**config.mk**
```make
export PLATFORM = sky130hd
export DESIGN_NAME = multicycle_control
export DESIGN_NICKNAME = d
export VERILOG_FILES = /design/src/rtl/mips_ctrl_pkg.sv /design/src/rtl/alu_decoder.sv /design/src/rtl/multicycle_control.sv
export SDC_FILE = /design/constraint.sdc
export NUM_CORES = 1
export LEC_CHECK = 0
export ABC_AREA = 1
export BUFFER_PORTS_ARGS = -buffer_cell sky130_fd_sc_hd__buf_2
export CAP_MARGIN = 20
export CELL_PAD_IN_SITES_DETAIL_PLACEMENT = 1
export CELL_PAD_IN_SITES_GLOBAL_PLACEMENT = 2
export CORE_UTILIZATION = 20
export CTS_CLUSTER_SIZE = 24
export DETAILED_ROUTE_END_ITERATION = 8
export MAX_ROUTING_LAYER = met4
export PLACE_DENSITY = 0.82
export SYNTH_ARGS = -nofsm -noshare
export SYNTH_HDL_FRONTEND = slang
export SYNTH_SLANG_ARGS = --single-unit
```
**constraint.sdc**
```tcl
create_clock -name CLK -period 2.4 [get_ports CLK]
set_input_delay 0.12 -clock CLK [delete_from_list [all_inputs] [get_ports CLK]]
set_output_delay 0.12 -clock CLK [all_outputs]
set_load 0.02 [all_outputs]
```
**src/rtl/mips_ctrl_pkg.sv**
```systemverilog
// Shared encodings for the multicycle MIPS control path.
// Holds the opcode and funct field values, the 3-bit ALU operation codes,
// the ALU source-B / PC source select codes and the controller state encoding.
// Any block that decodes instructions or drives the datapath imports this
// package, so everyone agrees on the same numbers.
package mips_ctrl_pkg;

  // Instr[31:26] opcodes
  localparam logic [5:0] OP_RTYPE = 6'b000000;
  localparam logic [5:0] OP_LW    = 6'b100011;
  localparam logic [5:0] OP_SW    = 6'b101011;
  localparam logic [5:0] OP_BEQ   = 6'b000100;
  localparam logic [5:0] OP_ADDI  = 6'b001000;
  localparam logic [5:0] OP_J     = 6'b000010;

  // Instr[5:0] funct codes for R-type instructions
  localparam logic [5:0] FUNCT_ADD = 6'b100000;
  localparam logic [5:0] FUNCT_SUB = 6'b100010;
  localparam logic [5:0] FUNCT_AND = 6'b100100;
  localparam logic [5:0] FUNCT_OR  = 6'b100101;
  localparam logic [5:0] FUNCT_SLT = 6'b101010;

  // ALU operation codes seen by the datapath ALU
  localparam logic [2:0] ALU_AND = 3'b000;
  localparam logic [2:0] ALU_OR  = 3'b001;
  localparam logic [2:0] ALU_ADD = 3'b010;
  localparam logic [2:0] ALU_SUB = 3'b110;
  localparam logic [2:0] ALU_SLT = 3'b111;

  // ALU source-B mux selects
  localparam logic [1:0] SRCB_REG    = 2'b00;
  localparam logic [1:0] SRCB_FOUR   = 2'b01;
  localparam logic [1:0] SRCB_IMM    = 2'b10;
  localparam logic [1:0] SRCB_BRANCH = 2'b11;

  // PC source mux selects
  localparam logic [1:0] PCSRC_ALU    = 2'b00;
  localparam logic [1:0] PCSRC_ALUOUT = 2'b01;
  localparam logic [1:0] PCSRC_JUMP   = 2'b10;

  // Controller states; codes 12-15 are unused and recover to FETCH
  typedef enum logic [3:0] {
    S_FETCH    = 4'd0,
    S_DECODE   = 4'd1,
    S_MEMADR   = 4'd2,
    S_MEMREAD  = 4'd3,
    S_MEMWB    = 4'd4,
    S_MEMWRITE = 4'd5,
    S_EXECUTE  = 4'd6,
    S_ALUWB    = 4'd7,
    S_BRANCH   = 4'd8,
    S_ADDIEXEC = 4'd9,
    S_ADDIWB   = 4'd10,
    S_JUMP     = 4'd11
  } state_t;

endpackage

```
**src/rtl/alu_decoder.sv**
```systemverilog
// Combinational R-type funct decoder.
// Maps an instruction funct field onto the 3-bit ALU operation and flags
// whether the funct is one the datapath supports. Unsupported functs still
// produce an ADD code so the ALU inputs are never undefined.
// Ports:
//   funct       in  6  Instr[5:0]
//   alu_control out 3  ALU operation for this funct
//   funct_legal out 1  funct is a supported R-type operation
module alu_decoder
  import mips_ctrl_pkg::*;
(
  input  logic [5:0] funct,
  output logic [2:0] alu_control,
  output logic       funct_legal
);

  // Table lookup with ADD / illegal as the fall-through
  always_comb begin
    alu_control = ALU_ADD;
    funct_legal = 1'b1;
    case (funct)
      FUNCT_ADD: alu_control = ALU_ADD;
      FUNCT_SUB: alu_control = ALU_SUB;
      FUNCT_AND: alu_control = ALU_AND;
      FUNCT_OR:  alu_control = ALU_OR;
      FUNCT_SLT: alu_control = ALU_SLT;
      default: begin
        alu_control = ALU_ADD;
        funct_legal = 1'b0;
      end
    endcase
  end

endmodule

```
**src/rtl/multicycle_control.sv**
```systemverilog
// Moore-style controller for a multicycle MIPS datapath with a unified,
// variable-latency memory.
// Ports:
//   CLK, Reset              clock, asynchronous active-high reset
//   Op, Funct               Instr[31:26] and Instr[5:0]
//   Zero                    ALU zero flag (beq decision)
//   MemReady                memory finishes the current access this cycle
//   IorD .. IllegalOp       1-bit datapath enables / status
//   ALUSrcB, PCSrc          mux selects
//   ALUControl              ALU operation
//   State                   current state code for debug
module multicycle_control
  import mips_ctrl_pkg::*;
#(
  parameter int STATE_W = 4
) (
  input  logic               CLK,
  input  logic               Reset,
  input  logic [5:0]         Op,
  input  logic [5:0]         Funct,
  input  logic               Zero,
  input  logic               MemReady,
  output logic               IorD,
  output logic               MemWrite,
  output logic               IRWrite,
  output logic               RegDst,
  output logic               MemtoReg,
  output logic               RegWrite,
  output logic               ALUSrcA,
  output logic               PCEn,
  output logic               InstrDone,
  output logic               IllegalOp,
  output logic [1:0]         ALUSrcB,
  output logic [1:0]         PCSrc,
  output logic [2:0]         ALUControl,
  output logic [STATE_W-1:0] State
);

  state_t     state_q;
  state_t     state_d;
  logic       illegal_q;
  logic       illegal_d;
  logic [2:0] funct_alu_control;
  logic       funct_legal;

  alu_decoder u_alu_decoder (
    .funct       (Funct),
    .alu_control (funct_alu_control),
    .funct_legal (funct_legal)
  );

  // State and the IllegalOp flag; reset abandons any instruction in flight
  always_ff @(posedge CLK or posedge Reset) begin
    if (Reset) begin
      state_q   <= S_FETCH;
      illegal_q <= 1'b0;
    end else begin
      state_q   <= state_d;
      illegal_q <= illegal_d;
    end
  end

  // Next state. An unknown opcode or funct is flagged for exactly one cycle
  // and the controller returns to FETCH without touching any architectural
  // state. Terminal states and unused codes all fall through to FETCH.
  always_comb begin
    state_d   = S_FETCH;
    illegal_d = 1'b0;
    case (state_q)
      S_FETCH:    state_d = MemReady ? S_DECODE : S_FETCH;
      S_DECODE: begin
        case (Op)
          OP_LW, OP_SW: state_d = S_MEMADR;
          OP_RTYPE:     state_d = S_EXECUTE;
          OP_BEQ:       state_d = S_BRANCH;
          OP_ADDI:      state_d = S_ADDIEXEC;
          OP_J:         state_d = S_JUMP;
          default: begin
            state_d   = S_FETCH;
            illegal_d = 1'b1;
          end
        endcase
      end
      S_MEMADR:   state_d = (Op == OP_SW) ? S_MEMWRITE : S_MEMREAD;
      S_MEMREAD:  state_d = MemReady ? S_MEMWB : S_MEMREAD;
      S_MEMWRITE: state_d = MemReady ? S_FETCH : S_MEMWRITE;
      S_EXECUTE: begin
        if (funct_legal) begin
          state_d = S_ALUWB;
        end else begin
          state_d   = S_FETCH;
          illegal_d = 1'b1;
        end
      end
      S_ADDIEXEC: state_d = S_ADDIWB;
      default:    state_d = S_FETCH;
    endcase
  end

  // Output decode from the current state. Memory handshakes (FETCH,
  // MEMWRITE) and the beq decision use the live MemReady / Zero inputs so
  // the enables line up with the cycle the memory or ALU result is valid.
  always_comb begin
    IorD       = 1'b0;
    MemWrite   = 1'b0;
    IRWrite    = 1'b0;
    RegDst     = 1'b0;
    MemtoReg   = 1'b0;
    RegWrite   = 1'b0;
    ALUSrcA    = 1'b0;
    PCEn       = 1'b0;
    InstrDone  = 1'b0;
    ALUSrcB    = SRCB_REG;
    PCSrc      = PCSRC_ALU;
    ALUControl = ALU_AND;
    case (state_q)
      S_FETCH: begin
        ALUSrcB    = SRCB_FOUR;
        ALUControl = ALU_ADD;
        PCSrc      = PCSRC_ALU;
        IRWrite    = MemReady;
        PCEn       = MemReady;
      end
      S_DECODE: begin
        ALUSrcB    = SRCB_BRANCH;
        ALUControl = ALU_ADD;
      end
      S_MEMADR, S_ADDIEXEC: begin
        ALUSrcA    = 1'b1;
        ALUSrcB    = SRCB_IMM;
        ALUControl = ALU_ADD;
      end
      S_MEMREAD: begin
        IorD = 1'b1;
      end
      S_MEMWB: begin
        RegWrite  = 1'b1;
        MemtoReg  = 1'b1;
        InstrDone = 1'b1;
      end
      S_MEMWRITE: begin
        IorD      = 1'b1;
        MemWrite  = 1'b1;
        InstrDone = MemReady;
      end
      S_EXECUTE: begin
        ALUSrcA    = 1'b1;
        ALUSrcB    = SRCB_REG;
        ALUControl = funct_alu_control;
      end
      S_ALUWB: begin
        RegWrite  = 1'b1;
        RegDst    = 1'b1;
        InstrDone = 1'b1;
      end
      S_BRANCH: begin
        ALUSrcA    = 1'b1;
        ALUSrcB    = SRCB_REG;
        ALUControl = ALU_SUB;
        PCSrc      = PCSRC_ALUOUT;
        PCEn       = Zero;
        InstrDone  = 1'b1;
      end
      S_ADDIWB: begin
        RegWrite  = 1'b1;
        InstrDone = 1'b1;
      end
      S_JUMP: begin
        PCSrc     = PCSRC_JUMP;
        PCEn      = 1'b1;
        InstrDone = 1'b1;
      end
      default: begin
        IorD = 1'b0;
      end
    endcase
  end

  assign IllegalOp = illegal_q;
  assign State     = STATE_W'(state_q);

endmodule
```
# ---- Word level (Yosys, flattened, before mapping)
# Cells that the tools add are included.
dict set report word_totals {
  inputBits 16
  reg_bits 5
  out_inout_bits 21
  word_cells 58
}
dict set report op_classes {
  n_reduce_logical 11
  n_eq_ne 21
  muxes 24
}
# cell n
set op_table {}
lappend op_table {{$eq 6x6->1 const B} 7}
lappend op_table {{$pmux 4 s7} 1}
lappend op_table {{$pmux 4 s5} 1}
lappend op_table {{$eq 4x3->1 const B} 4}
lappend op_table {{$eq 4x4->1 const B} 4}
lappend op_table {{$mux 3} 4}
lappend op_table {{$pmux 3 s4} 1}
lappend op_table {{$mux 1} 11}
lappend op_table {{$reduce_or 5->1} 2}
lappend op_table {{$pmux 3 s3} 1}
lappend op_table {{$eq 4x2->1 const B} 2}
lappend op_table {{$reduce_or 4->1} 2}
lappend op_table {{$eq 6x2->1 const B} 1}
lappend op_table {{$eq 6x3->1 const B} 1}
lappend op_table {{$eq 6x4->1 const B} 1}
lappend op_table {{$logic_not 6->1} 1}
lappend op_table {{$pmux 2 s3} 1}
lappend op_table {{$reduce_or 2->1} 3}
lappend op_table {{$reduce_or 6->1} 1}
lappend op_table {{$eq 4x1->1 const B} 1}
lappend op_table {{$logic_not 4->1} 1}
lappend op_table {{$pmux 1 s2} 2}
lappend op_table {{$pmux 2 s2} 1}
lappend op_table {{$pmux 1 s3} 1}
lappend op_table {{$reduce_or 3->1} 1}

# ---- Depth between registers and ports, before layout
# Gate-level depths: netlist of run 1.
dict set report logic_depth {
  ltp_word 5
  depth_mapped 8
  depth_no_buf 8
}

# ---- Cells and area by module
# Synthesis of run 1 repeated with hierarchy kept, for this count alone.
dict set report hier_totals {
  cells_unflattened 122
  area_unflattened_um2 656.9
}
# module n_inst area_each_um2 cells_per_inst
set by_module_without_submodules {}
lappend by_module_without_submodules {multicycle_control 1 566.8 102}
lappend by_module_without_submodules {alu_decoder 1 90.1 20}

# ---- Worst setup path before layout of run 1
# OpenSTA, ideal clock, no wires.
dict set report synth_path {
  kind {register -> output}
  startpoint {register state_q[3], in the netlist State[3]}
  endpoint {output port InstrDone}
  arrival_time_ps 1571
  path_slack_ps 709
  path_buffers 0
  path_stages_with_launch 8
  cell_sequence {dfrtp_1 inv_1 nand2_1 nor2_1 nor2_2 o21ai_2 nor3_2 o21ai_1}
}
dict set report synth_via {
  elab_chain_cells 3
  word_cells_on_any_way 8
  cone_classes {6 x eq/ne; 1 x mux; 1 x reduce/logical}
}
# item line
set synth_lines {}
lappend synth_lines {{from (decl)} multicycle_control.sv:39} ;# state_t state_q;
lappend synth_lines {{from (signal assigned)} multicycle_control.sv:58} ;# state_q <= state_d;
lappend synth_lines {{$eq 4x4->1 or $eq 4x3->1 (tied branches)} multicycle_control.sv:116} ;# case (state_q)
lappend synth_lines {{$reduce_or 5->1 (no line)} n/a}
lappend synth_lines {{$pmux 1 s2 *} multicycle_control.sv:116}
lappend synth_lines {{to (decl)} multicycle_control.sv:31} ;# output logic InstrDone,
# Every way passes the cells marked *; elsewhere a longest branch is shown, timed or not.

# ---- Worst setup path in the final report of run 1
dict set report layout_path {
  startpoint {register state_q[3], in the netlist State[3]}
  endpoint {output port ALUSrcA}
}
dict set report layout_via {
  elab_chain_cells 3
  word_cells_on_any_way 6
  cone_classes {4 x eq/ne; 1 x mux; 1 x reduce/logical}
}
# item line
set layout_lines {}
lappend layout_lines {{$eq 4x3->1, or another cell as far along} multicycle_control.sv:116}
lappend layout_lines {{$reduce_or 4->1 (no line) *} n/a}
lappend layout_lines {{$mux 1 *} multicycle_control.sv:116}
lappend layout_lines {{to (decl)} multicycle_control.sv:29} ;# output logic ALUSrcA,
# Marks and branches as above.

==> run summary, run 1 <==
The run finished with clean final reports. The y dimension of the die is between 50 and 60 um. The number of clock buffers inserted by TritonCTS is 3. The final weighted congestion in routability-driven placement is approximately 0.84. The finished cells cover 908 um^2. The total overflow left after global routing is 0.

The post-layout utilization of the core is about 30%. The critical path depth is 7. The number of global-route vias before repair came to 913. The floorplan step defined a core boundary enclosing 0.00303 mm^2. The area used by sequential logic in the layout came out at 125 um^2. On the critical path the largest part of the delay comes from buffers and inverters. The hold buffer count at CTS is 1. The number of hold violations in the final report is 0. The largest clock skew in the final design is 3.91 ps. The pin count of the biggest net entering global routing came out at 8.

The number of maximum-capacitance constraint violations came out at 0. The normalized max-slew margin is slightly above 80%. By instance count, the cell type seen most on the critical path is inv_1. In this run the worst hold path is classified as in -> reg. In this run the cell area measured after placement is approximately 870 um^2. The number of cells on the worst reg-to-reg path is 7. At the worst endpoint, the required time is between 2000 and 2500 ps. The longest individual stage delay on the worst path is approximately 380 ps. The cell count after placement came out at roughly 200. Yosys printed 0 warnings.

In the final layout, the share of cells above drive strength 1 is between 30% and 40%. The initial core utilization came out at 21.0%. The number of standard-cell rows in the floorplan came out at 20. The worst path buffer plus inverter count came out at 4. The die covers around 0.0034 mm^2. The vias per cell came out at ~4.4. The length of the first detailed-routing pass in iterations came out at 4. The signed area change from the synthesized netlist to the final layout came out at 42.6%.

Setup repair after global routing left no endpoint under its margin. The number of max-slew violations in the final report is 0. Input and output buffers added on the ports amount to 36. Counting instances, the worst hold path has a depth of 5. The tree is rooted in a clkbuf_4.

Once detail routing completed, the nets flagged for antenna violations numbered 0. The met2 track utilization from global routing came out at between 20% and 30%. Summing all multi-input logic gate instances after layout gives around 420 um^2. The average wire length per cell after detail routing came out at approximately 11 um.

The buffers inserted during post-CTS setup optimization came out at 0. The HPWL after detailed placement came out at 1980 um. Dividing the final minimum period by the clock period gives 70.7%. The count of boundary I/O pins is 37.

The count of state elements after synthesis is 5. The setup total negative slack is 0 ps. The number of vias in the routed layout is around 900. The clock transition at the register clock pins on the worst setup and hold paths after CTS came out at roughly 40 ps. The met3 track utilization from global routing came out at 2.86%. In this run the most used layer during global routing was met2.

The post-synthesis cell count came out at roughly 120. The worst setup path is captured at a primary output. The total leakage power is between 0.5 and 0.6 nW.

The routed wire length is 2210 um. In the final design database the tool counted ~180 nets. STA classifies the critical path startpoint as a flip-flop. The count of placed standard cells in the final layout, fillers left out is ~200.

The count of cells resized by post-cts repair is 0. IR analysis of the VDD net gives a maximum drop of 0.184 mV. The part of the Yosys area used for sequential elements came out at around 20%. The clock reaches the later pin of the worst-skew pair after around 240 ps. In this run, distinct cell masters in the synthesized netlist total 19. The all-layer global routing usage is 15.2%. The number of nets in the synthesized netlist is 133. Along the worst path, the maximum fanout reaches 4. The mean area per synthesized cell came out at roughly 5.4 um^2. The fill cell total of the finished layout came out at 421. The total number of H-tree levels is 1. The synthesized area came out at ~640 um^2. The overall die width is approximately 58 um.

The transition time at the pin with the least slew margin came out at 278 ps. Walking the worst path, the cells encountered are inv_1 -> nor2_1 -> inv_1 -> nor2_1 -> inv_1 -> o2111ai_1 -> buf_2. In the global route stage, met1 resource usage came out at between 15 and 20%. The data arrival time of the worst path is ~1600 ps. The global-route wire length before repair is between 3000 and 4000 um. The cell at the slowest stage of the critical path is dfrtp_1. TritonCTS built the clock tree.

The critical path in this run is classified as reg -> out. The initial antenna violation count came out at 0. The routed design could run at a clock period as short as about 1700 ps. The maximum clock insertion buffer count came out at 2.

The detailed router finished its first iteration with 28 violations. Setup violations remaining at the end of the flow were counted as 0. Based on the critical path, the design can be clocked at up to around 600 MHz. The final antenna diode count came out at 0.

The remaining design rule violation count came out at 0. The total number of clock tree sinks came out at 5. In this run the power density over the cells is about 810 mW/mm^2.
placed cells by master, fill, tap and decap left out, drive strengths merged:
master | netlist | final
dfrtp | 5 | 5
nor3 | 4 | 4
a21oi | 2 | 2
nand3 | 15 | 15
o21ai | 4 | 4
nand2 | 26 | 26
dlygate4sd3 | 0 | 1
clkbuf | 0 | 4
buf | 0 | 36
a21boi | 1 | 1
nor2 | 27 | 27
inv | 24 | 24
o2111ai | 1 | 1
a211o | 1 | 1
nand4 | 5 | 5
nand3b | 2 | 2
metrics by stage:
stage / total power, mW / hold slack (ps) / worst slack (ps)
2_1_floorplan: 0.477 / -101 / 709
3_3_place_gp: 0.638 / 25.2 / 960
3_5_place_dp: 0.646 / 41.0 / 945
4_1_cts: 0.751 / 309 / 673
5_1_grt: 0.805 / 345 / 541
6_report: 0.739 / 307 / 702
state kept, by name (all words and copies together) (netlist names):
register	cells
IllegalOp	1
State	4
cell type report:
class	count	share of cell area (%)
sequential	5	13.8
multi-input combinational	88	46.4
tap	44	6.06
inverter	24	9.92
timing repair buffer	37	20.9
clock buffer	4	2.89
kinds of logic (layout without fill, tap and decap cells):
family	count (synthesis)	count (layout)	synth area share [%]
DFF	5	5	19.6
AOI/OAI and AO/OA	9	9	9.23
buffers and inverters	24	65	14.1
and+or+nand+nor	79	79	57.0
Yosys cell counts:
cell type  instances  area (um^2)
o21ai_1            2         10.0
nand3_1           15         75.1
inv_2              3         11.3
nor2_2             5         31.3
o2111ai_1          1         8.76
a211o_1            1         8.76
nor3_2             1         10.0
nand2_2            2         12.5
nor2_1            22         82.6
dfrtp_1            5          125
nor3_1             3         15.0
a21boi_0           1         7.51
inv_1             21         78.8
o21ai_2            1         8.76
a21oi_1            2         10.0
nand4_1            5         31.3
o21ai_0            1         5.00
nand3b_1           2         15.0
nand2_1           24         90.1
per-layer routing:
metal	wire length, um	up-vias	share of wire (%)
li1	-	455	-
met1	987	401	45
met2	1100	26	50
met3	119	0	5.4
met4	0	0	0
met5	0	-	0
final timing paths:
kind                          start  slack, ps         to
setup / recovery           State[3]        700    ALUSrcA
hold / removal             Funct[4]        310  IllegalOp
setup reg to reg           State[1]       1120   State[2]
hold reg to reg            State[3]        750   State[3]
max in group asynchronous     Reset       1880   State[2]
min in group asynchronous     Reset        340   State[0]
worst reg2reg max path: stages (launching register included):
cell and delay, ps:
dfrtp_1 490, inv_2 100, nand2_2 80, inv_1 70, nand2_1 120, nor2_1 60
nor3_1 160, nand2_1 80
power breakdown:
part	switching (mW)	total (mW)	internal, mW
Combinational	0.334	0.494	0.160
Sequential	0.0379	0.148	0.110
Clock	0.0346	0.0974	0.0629
Power figures use the tool's default switching activity.
==> inputs of run 2 (changes only) <==
--- a/config.mk
+++ b/config.mk
@@ -5,16 +5,16 @@
 export SDC_FILE = /design/constraint.sdc
 export NUM_CORES = 1
 export LEC_CHECK = 0
-export ABC_AREA = 1
+export ABC_AREA = 0
 export BUFFER_PORTS_ARGS = -buffer_cell sky130_fd_sc_hd__buf_2
 export CAP_MARGIN = 20
 export CELL_PAD_IN_SITES_DETAIL_PLACEMENT = 1
 export CELL_PAD_IN_SITES_GLOBAL_PLACEMENT = 2
-export CORE_UTILIZATION = 20
+export CORE_UTILIZATION = 21
 export CTS_CLUSTER_SIZE = 24
 export DETAILED_ROUTE_END_ITERATION = 8
 export MAX_ROUTING_LAYER = met4
-export PLACE_DENSITY = 0.82
+export PLACE_DENSITY = 0.78
 export SYNTH_ARGS = -nofsm -noshare
 export SYNTH_HDL_FRONTEND = slang
 export SYNTH_SLANG_ARGS = --single-unit
==> constraint.sdc (replaced) <==
create_clock -name CLK -period 1.7 [get_ports CLK]
set_input_delay 0.085 -clock CLK [delete_from_list [all_inputs] [get_ports CLK]]
set_output_delay 0.085 -clock CLK [all_outputs]
set_load 0.02 [all_outputs]
==> run summary, run 2 <==
The number of maximum-capacitance constraint violations came out at 0. The detailed router finished its first iteration with 29 violations. The leading cell type by number of instances after synthesis is nor2_1. The number of warnings reported in the yosys synthesis log is 0. In this run the critical register-to-register path is captured at State[0]. The share of cells above drive strength 1 is about two fifths. The core region is 0.00283 mm^2. The pin count of the biggest net entering global routing is 15. The mean area per synthesized cell is ~7.0 um^2. The final antenna diode count is 0. For this design the static power due to leakage is about 0.45 nW. The most common cell after layout, fill and taps aside is buf_2. The largest voltage drop on the vdd net came out at approximately 0.27 mV. Leaving out fill and tap cells, the most frequent cells in the layout are 36 x buf_2, 16 x nor2_1, 5 x nor3_1, 5 x o21ai_0, 5 x buf_4.

The number of cells on the worst reg-to-reg path came out at 5. The total nets after synthesis came out at between 100 and 150. The tree is rooted in a clkbuf_4. The average wire length per cell after detail routing came out at around 15 um. The flow ran to the end, but the final reports show violations. Counting instances, the worst hold path has a depth of 4.

The required time of the critical path is 1620 ps. The largest clock skew in the final design came out at roughly 4.1 ps. The fill cell total of the finished layout is 364. In the synthesized netlist the async set-or-reset flop fraction comes to between 90% and 100%.

Setup repair after global routing left no endpoint under its margin. The global-route wire length before repair came out at 3980 um. The initial antenna violation count came out at 0. The total overflow left after global routing is 0.

The power per cell area is ~1100 mW/mm^2. The net count of the finished layout is 150. Traced cell by cell, the critical path runs through nand2b_2 -> nor3_2 -> a211o_1 -> buf_2. The count of state elements after synthesis is 5. The top cell family by delay on the critical path is flip-flops. The cell area that synthesis handed to floorplanning was 643 um^2. The internal portion of total power is ~520 uW.

STA classifies the critical path startpoint as a flip-flop. The length of the first detailed-routing pass in iterations is 6. The worst hold path begins at Op[5]. The number of nets still failing antenna checks after routing is 0. The worst register-to-register path has a setup slack of 190 ps. Counting flops with a built-in enable in the synthesized netlist gives 0. Setup violations remaining at the end of the flow were counted as 0. The post-place setup slack is 154 ps. The clock transition at the register clock pins on the worst setup and hold paths after CTS came out at ~40 ps. The final critical path takes up 93.2% of the cycle. The power share of the clock group is 13.8%. The normalized max-slew margin is 75.3%. The setup total negative slack is 0 ps. The routed wire length is 2400 um. The category of the most critical setup path is reg -> out. The number of standard-cell rows in the floorplan is 19. The count of buffers added on input and output ports is 36. 37 I/O pins were placed. The final route contains 860 vias. The share of power burned in registers is a little over a fifth.

The largest driver fanout on the critical path came out at 10. The checks that failed: DRC. The number of clock buffers inserted by TritonCTS is 3. The number of max-slew violations in the final report came out at 0. The overall die width came out at roughly 57 um. The post-synthesis cell count is 92. The data arrival time of the worst path is about 1500 ps. The cell at the slowest stage of the critical path is dfrtp_2. The end point of the worst hold path is State[2]. The flip-flop count of the largest register after layout is 4. The latest clock arrival within the worst-skew pair came out at between 200 and 300 ps. The area used by sequential logic in the layout is roughly 130 um^2.

Sorting the synthesized cells by area gives the leading types as dfrtp_1 19%, nor2_1 9.3%, nor3_1 4.7%. The worst path meets setup with roughly 120 ps of slack. The remaining design rule violation count came out at 5. The area occupied by multi-input gates came out at 502 um^2. Global routing consumed, over all layers together, between 15 and 20% of the routing resources.

The switching power came out at 549 uW. TritonCTS built the clock tree. The final weighted congestion in routability-driven placement came out at roughly 0.9. The signed area change from the synthesized netlist to the final layout is 45.9%.

The largest total area in the synthesized netlist belongs to dfrtp_1. No sink is reached through more buffers than the 2 on the longest clock path. After detailed routing, the number of vias per cell comes to 5.24. The worst path buffer plus inverter count is 1. The number of hold violations in the final report is 0. The floorplan step defined a die boundary enclosing 0.00329 mm^2.

The kind of end point of the critical path is a primary output. The timing-limited maximum frequency came out at approximately 630 MHz. The number of distinct standard cells referenced by the synthesized netlist is 34. The longest individual stage delay on the worst path is ~500 ps. After layout, the minimum clock period comes to 1580 ps. The startpoint identified for the worst register-to-register timing path is State[2]. The commonest cells after synthesis are 16 x nor2_1, 6 x nor3_1, 5 x buf_2, 5 x dfrtp_1, 5 x o21ai_0.

For the pin with the worst max-slew slack, the measured transition is around 370 ps. The number of global-route vias before repair is about 850. Total power for the finished layout comes to 1.07 mW.

The HPWL after detailed placement is between 1500 and 2000 um. The total number of H-tree levels is 1. The total number of clock tree sinks came out at 5.

Tracing the worst setup path back leads to its startpoint at State[2]. The portion of total power attributed to combinational logic came out at between 60% and 70%. The y dimension of the die is between 50 and 60 um. In this run the worst hold path is classified as in -> reg. The part of the Yosys area used for sequential elements is around a fifth. In this run the biggest area consumer among cell types represents around a fifth of the synthesized area.

The predominant post-synthesis flop cell is dfrtp_1. The initial core utilization is ~23%. The switching fraction of total power is between 50 and 60%.
-- run 2: cell count changes after synthesis, sizes merged, moves of 5 or more --
cell / delta
nand2: -25
buf: +5
nor2: -10
nand3: -13
nand2b: +7
inv: -20
-- run 2: logic make-up after synthesis --
family / after synthesis / share of synthesized area [%]
XOR/XNOR: 3 / 4.09
AO/OA/AOI/OAI: 24 / 25.3
buffers and inverters: 9 / 6.22
multiplexers: 1 / 2.33
AND/OR/NAND/NOR: 50 / 42.6
flip-flops: 5 / 19.5
-- run 2: worst max-delay path by stage --
| stage | end | cells past startpoint |
|---|---|---|
| after global routing | PCEn | 4 |
| after global placement | ALUControl[0] | 3 |
| final | PCEn | 4 |
| after floorplan | ALUControl[0] | 3 |
| after detailed placement | ALUControl[0] | 3 |
| after CTS | ALUControl[0] | 3 |
-- run 2: tightest hold or removal path, cell delays in order --
cell and delay, ps:
buf_2 120, nor4_1 60, nand4_1 100, o211ai_1 80
-- run 2: metal layers --
layer	routed length, um	up-vias	global-route usage (%)	part of all wire [%]
met3	105	2	1.81	4.4
li1	-	427	-	-
met5	0	-	-	0
met1	1010	405	19.3	42
met4	27	0	6.27	1.1
met2	1260	26	27.6	52
-- run 2: per-stage QoR --
step           cell area (um^2)  hold slack (ps)  instances  utilization [%]
3_3_place_gp                872            -9.96        158             30.8
6_report                    938              243        164             33.2
2_1_floorplan               648             -136         92                -
5_1_grt                     938              277        164             33.2
3_5_place_dp                872            -4.06        158             30.8
4_1_cts                     910              246        163             32.2
-- run 2: timing repair --
| item | in CTS | in global routing |
|---|---|---|
| setup buffers | 0 | 1 |
| endpoints found under the hold margin | 5 | 0 |
| gates resized for setup | 1 | 6 |
| hold buffers | 1 | 0 |
| endpoints found under the setup margin | 3 | 4 |
-- run 2: cell type report --
cell class                      instances  area share (%)
Inverter                                4            1.60
Tap cell                               31            4.13
Sequential cell                         5            13.7
Multi-Input combinational cell         78            53.5
Clock buffer                            4            2.80
Timing Repair Buffer                   42            24.3
-- run 2: power by group through the flow --
stage | clock network [mW] | registers (mW) | logic (mW)
floorplan | 0 | 0.235 | 0.413
detailed placement | 0 | 0.217 | 0.689
CTS | 0.150 | 0.216 | 0.693
global route | 0.158 | 0.228 | 0.768
finish | 0.147 | 0.221 | 0.697
global placement | 0 | 0.213 | 0.683
